===== config.mk =====
export PLATFORM = sky130hd
export DESIGN_NAME = eig_matrix_sequencer
export DESIGN_NICKNAME = d
export VERILOG_FILES = /design/src/rtl/eig_matrix_sequencer.sv
export SDC_FILE = /design/constraint.sdc
export NUM_CORES = 1
export LEC_CHECK = 0
export CORE_UTILIZATION = 35
export DETAILED_ROUTE_END_ITERATION = 8
export PLACE_DENSITY_LB_ADDON = 0.25
export SYNTH_ARGS = -nofsm -noshare
export SYNTH_HDL_FRONTEND = slang
export SYNTH_SLANG_ARGS = --single-unit
export TNS_END_PERCENT = 10

===== constraint.sdc =====
create_clock -name clk -period 4.1 [get_ports clk]
set_clock_uncertainty 0.2 [all_clocks]
set_input_delay 0.82 -clock clk [delete_from_list [all_inputs] [get_ports clk]]
set_output_delay 0.82 -clock clk [all_outputs]
set_load 0.01 [all_outputs]

===== src/rtl/eig_matrix_sequencer.sv =====
// rtl/eig_matrix_sequencer.sv - serial operand loader, solver enable timer and result holder for the 2x2 eigen solver
module eig_matrix_sequencer #(
  parameter int DATA_W     = 16,
  parameter int SOLVER_LAT = 40
) (
  input  logic              clk,
  input  logic              rst_n,
  input  logic              in_valid,
  output logic              in_ready,
  input  logic [DATA_W-1:0] in_data,
  output logic [DATA_W-1:0] x11,
  output logic [DATA_W-1:0] x12,
  output logic [DATA_W-1:0] x21,
  output logic [DATA_W-1:0] x22,
  output logic              solver_en,
  input  logic [DATA_W-1:0] eig_reel_i,
  input  logic [DATA_W-1:0] eig_comp_i,
  output logic              out_valid,
  input  logic              out_ready,
  output logic [DATA_W-1:0] eig_reel,
  output logic [DATA_W-1:0] eig_comp,
  output logic              busy
);

  // A zero-latency solver makes no sense for this timer; refuse to elaborate.
  if (SOLVER_LAT < 1) begin : g_bad_lat
    $error("eig_matrix_sequencer: SOLVER_LAT must be >= 1");
  end

  localparam int CNT_W = $clog2(SOLVER_LAT + 1);
  localparam logic [CNT_W-1:0] CNT_LAST = CNT_W'(SOLVER_LAT - 1);

  typedef enum logic [1:0] {
    LOAD = 2'd0,
    RUN  = 2'd1,
    OUT  = 2'd2
  } state_t;

  state_t            state_q;
  logic [1:0]        idx_q;
  logic [CNT_W-1:0]  cnt_q;
  logic [DATA_W-1:0] x11_q, x12_q, x21_q, x22_q;
  logic [DATA_W-1:0] reel_q, comp_q;
  logic              en_q, ovalid_q;

  // Handshake and status are decoded straight from the state so LOAD accepts immediately.
  assign in_ready  = (state_q == LOAD);
  assign busy      = (state_q != LOAD);

  assign x11       = x11_q;
  assign x12       = x12_q;
  assign x21       = x21_q;
  assign x22       = x22_q;
  assign solver_en = en_q;
  assign out_valid = ovalid_q;
  assign eig_reel  = reel_q;
  assign eig_comp  = comp_q;

  // Sequencer FSM: collect four elements, time the solver, then hold the result for downstream.
  always_ff @(posedge clk or negedge rst_n) begin
    if (!rst_n) begin
      state_q  <= LOAD;
      idx_q    <= 2'd0;
      cnt_q    <= '0;
      x11_q    <= '0;
      x12_q    <= '0;
      x21_q    <= '0;
      x22_q    <= '0;
      reel_q   <= '0;
      comp_q   <= '0;
      en_q     <= 1'b0;
      ovalid_q <= 1'b0;
    end else begin
      case (state_q)
        LOAD: begin
          if (in_valid) begin
            case (idx_q)
              2'd0:    x11_q <= in_data;
              2'd1:    x12_q <= in_data;
              2'd2:    x21_q <= in_data;
              default: x22_q <= in_data;
            endcase
            idx_q <= idx_q + 2'd1;
            if (idx_q == 2'd3) begin
              state_q <= RUN;
              en_q    <= 1'b1;
              cnt_q   <= '0;
            end
          end
        end
        RUN: begin
          // Operands stay frozen; the enable window closes on the same edge the results are taken.
          cnt_q <= cnt_q + CNT_W'(1);
          if (cnt_q == CNT_LAST) begin
            reel_q   <= eig_reel_i;
            comp_q   <= eig_comp_i;
            ovalid_q <= 1'b1;
            en_q     <= 1'b0;
            state_q  <= OUT;
          end
        end
        OUT: begin
          if (out_ready) begin
            ovalid_q <= 1'b0;
            state_q  <= LOAD;
          end
        end
        default: begin
          state_q <= LOAD;
        end
      endcase
    end
  end

endmodule

After elaboration in Yosys (flattened, before gate mapping)
Cells that the tools add are included.

Eq/ne operators: 10. Shift-type cells: 0. $mul: 0. Reductions and logical operators: 16. Multiplexer cells: 15. Add/sub/neg operators: 2. Bitwise operators: 1. Order comparisons: 0. Divide/modulo/power cells: 0.

Operators by type and width (number): $reduce_and A3 Y1 (6); $mux W6 (2); $pmux W6 S2 (1); $mux W2 (4); $reduce_and A4 Y1 (2); $add A6 B1 Y6 const B (1); $eq A2 B2 Y1 const B (3); $eq A6 B6 Y1 const B (1); $ne A2 B2 Y1 const B (3); $pmux W2 S3 (1); $reduce_bool A2 Y1 (3); $mux W1 (5); $eq A2 B1 Y1 const B (2); $logic_not A2 Y1 (2); $pmux W1 S2 (2); $reduce_and A2 Y1 (2); $reduce_or A3 Y1 (1); $add A2 B1 Y2 const B (1); $ne A2 B1 Y1 const B (1); $not A1 Y1 (1).

Memories kept: 0. Bits in writable memories: 0. Bits in latches: 0. Word-level logic and storage cells: 55. Output and inout port bits: 100. Memory bits (read-only): 0. Register bits: 108.

Logic depth before layout (Yosys ltp)
Depth in word-level cells: 4. Mapped depth: 6. Mapped depth without buffers: 4.

Worst setup path before layout
No wires, ideal clock.

Kind: register -> register. Start: register cnt_q[0]. End: register comp_q[10] (netlist: eig_comp[10]). Stages on the path, launching flop included: 7. Buffers on the path: 2. Library setup time: 0.125 ns. Path slack: 2.095 ns. Arrival time: 1.680 ns. Cell sequence: dfrtp_1 ha_1 nand4b_1 or4_4 buf_6 buf_12 mux2_4.

Word-level cells in the longest chain between the ends: 2.

Ends and longest elaborated chain: start, declared (RTL line 41) `logic [CNT_W-1:0] cnt_q;`; start signal, assigned (RTL line 93) `cnt_q <= cnt_q + CNT_W'(1);`; $eq A6 B6 Y1 (RTL line 94) `if (cnt_q == CNT_LAST) begin`; $reduce_and A2 Y1 (no line); end signal, assigned (RTL line 96) `comp_q <= eig_comp_i;`; end, declared (RTL line 43) `logic [DATA_W-1:0] reel_q, comp_q;`.

Every way passes these cells. A chain may end at the register's enable or synchronous reset.

Final worst setup path
Start: register state_q[1]. End: output port in_ready.

Word-level cells in the longest chain between the ends: 1.

Ends and longest elaborated chain: start, declared (RTL line 39) `state_t state_q;`; start signal, assigned (RTL line 62) `state_q <= LOAD;`; start signal, assigned (RTL line 85) `state_q <= RUN;`; start signal, assigned (RTL line 99) `state_q <= OUT;`; $logic_not A2 Y1 (RTL line 47) `assign in_ready = (state_q == LOAD);`; end, declared (RTL line 9) `output logic in_ready,`.

Every way passes these cells.

==> metrics.md <==
| Metric | Value |
|---|---|
| I/O Buffers | 151 |
| Worst setup path startpoint | state_q[1] |
| Drt wl/cell | 15.9 microns |
| Post-route ant nets | 0 |
| DR DRC count | 0 |
| CP Class | register to output port |
| Die Wd | 114 microns |
| Most frequent cells in the layout | 150 x clkdlybuf4s50_1, 108 x dfrtp_1, 69 x mux2_2, 28 x mux2_4 |
| Initial Util | 0.362 |
| Commonest non-fill, non-tap cell in the layout | clkdlybuf4s50_1 |
| WP buf/inv | 1 |
| Synth warn | 0 |
| Initial antenna violation count | 0 |
| Clock tree sinks | 108 |
| Syn-to-layout area delta | 43.9% |
| Netlist Area Pre-Place | 4360 sq um |
| Slew HR | 0.382 |
| CP top delay family | buffers and inverters |
| Max Root-Sink Buffers | 2 |
| Critical Path RT | 3.08 ns |
| Mapped Cells | 271 |
| Setup TNS | 0 ns |
| Post-CTS Setup Bufs | 0 |
| CP max stage cell | clkdlybuf4s50_1 |
| Hold Violations, Final | 0 |
| Min-Delay Path Class | register to register |
| Placeable Area | 12100 sq um |
| Hold wc startpoint | solver_en |
| Total CTS buffers | 9 |
| Row cnt | 40 |
| PostCTS Resize Cnt | 0 |
| Nets | 480 |
| Max IR drop VDD | 0.315 mV |
| Netlist cell types | 34 |
| Reg2Reg Launch Point | state_q[1] |
| Reg2reg setup slack | 1.56 ns |
| Synth Area per Inst | 16.1 sq um |
| Share of cells above drive strength 1 | 0.274 |
| Arrival @ worst endpoint | 1.92 ns |
| Power per Cell Area | 682 nW/um^2 |
| Vias per cell | 4.62 |
| WL final | 9.47 mm |
| Worst Setup Start Kind | register |
| Top post-synthesis cells by area | dfrtp_1 62%, mux2_2 18%, mux2_4 9.6% |
| Antenna cells | 0 |
| EDFF count, synth | 0 |
| Hold buffers post-CTS | 0 |
| CTS tree | built |
| Syn_nets | 329 |
| Post-DP HPWL | 6.78 mm |
| Min Tclk post-route | 2.94 ns |
| Max-slew violation count | 0 |
| Place WS | 1.09 ns |
| Total congestion overflow | 0 |
| Final Cycle Share | 0.718 |
| Critical path peak fanout | 15 |
| Final hold slack | 0.296 ns |
| Pin count of the biggest net entering global routing | 56 |
| Crit-path max cell delay | 0.62 ns |
| Final setup margin | 1.16 ns |
| Num ports | 152 |
| P_leak | 2.74 nW |
| RD Place Congestion | 0.723 |
| Vias | 2748 |
| #FFs+latches synth | 108 |
| Clock-pin slew on the worst setup and hold paths | 0.07 ns |
| # H-tree levels | 3 |
| Vias in the first global route | 2846 |
| Clock root buffer | clkbuf_16 |
| Area leader, netlist | dfrtp_1 |
| Max-cap violations | 0 |
| DR iter-0 viols | 62 |
| Critical Path End Type | output port |
| Pre-Repair DR Iteration Count | 4 |
| Chip Height | 114 microns |
| Die Area | 12900 sq um |
| Tightest Pin Transition | 0.926 ns |
| Run status | finished, final reports clean |
| Sequential-to-total area share from yosys stat | 0.619 |
| First-pass GRT wire length | 15.2 mm |
| RSZ-0062 raised after global routing | false |
| Fmax | 340 MHz |
| Final number of setup-violating endpoints | 0 |
| Power Total | 0.00428 W |
| Worst-path cell chain | nor2_1 -> clkdlybuf4s50_1 |
| Clock Latency Late Sink | 0.34 ns |
| FFs w/ async S/R, synth | 1.00 |
| Overall global routing resource usage | 0.156 |
| Synth Flop Type | dfrtp_1 |
| Yosys top cell area share | 0.619 |
==> cells by family (layout without fill, tap and decap cells) <==
logic type / Yosys count / count (layout) / share of synthesized area
AOI/OAI and AO/OA: 13 / 13 / 0.0198
muxes: 98 / 98 / 0.277
adders and majority gates: 6 / 6 / 0.0172
DFF: 108 / 108 / 0.619
buffers and inverters: 17 / 173 / 0.0287
xor gates and xnor gates: 1 / 1 / 0.00201
and+or+nand+nor: 28 / 28 / 0.0361
==> metal layers <==
layer	wire length [microns]	vias to the layer above	share of wire	track usage
li1	-	1260	-	-
met1	4280	1393	0.45	0.201
met2	4530	85	0.48	0.248
met3	494	10	0.052	0.0468
met4	156	0	0.016	0.0605
met5	0	-	0	0
==> worst reg2reg max path, cell delays in order (launching register included) <==
cell and delay (ns):
dfrtp_1 0.53, nor2_1 0.43, and3_1 0.84, mux2_2 0.42
==> cells in the mapped netlist (all sizes together) (2+ instances only) <==
| master | number |
|---|---|
| o21ai | 3 |
| o21a | 2 |
| or4 | 2 |
| mux2 | 97 |
| inv | 4 |
| ha | 6 |
| dfrtp | 108 |
| nor2 | 3 |
| nand2 | 9 |
| a21oi | 3 |
| nand3 | 2 |
| and3 | 5 |
| buf | 12 |
==> registers in the layout (all words and copies together) (netlist names) <==
signal,flops
eig_comp,16
eig_reel,16
x11,16
x12,16
x21,16
x22,16
cnt_q,6
idx_q,2
state_q,2
out_valid,1
solver_en,1
==> power by group <==
group          switching [W]  internal [W]
combinational       0.000609       0.00111
sequential          0.000254       0.00150
clock               0.000369      0.000443
total                0.00123       0.00305
==> cell type report <==
type                    instances  area [sq um]
inverters                       4          15.0
flip-flops and latches        108          2700
fillers                      1068          5780
repair buffers                153          1540
clock buffers                  12           256
well taps                     168           210
clock inverters                 4          23.8
multi-input cells             146          1540
==> final timing paths <==
path,end,depth (start not counted)
setup / recovery,in_ready,2
hold / removal,solver_en,1
setup reg to reg,x22[12],3
hold reg to reg,solver_en,1
max in group asynchronous,eig_reel[3],2
min in group asynchronous,eig_reel[2],1
==> per-stage QoR <==
step,utilization,instance area (sq um),instances
6_report,0.521,6280,595
5_1_grt,0.521,6280,595
4_1_cts,0.521,6280,595
3_5_place_dp,0.497,6000,579
3_3_place_gp,0.497,6000,579
2_1_floorplan,-,4360,271
Note: power is estimated with default switching activity, not from simulation.
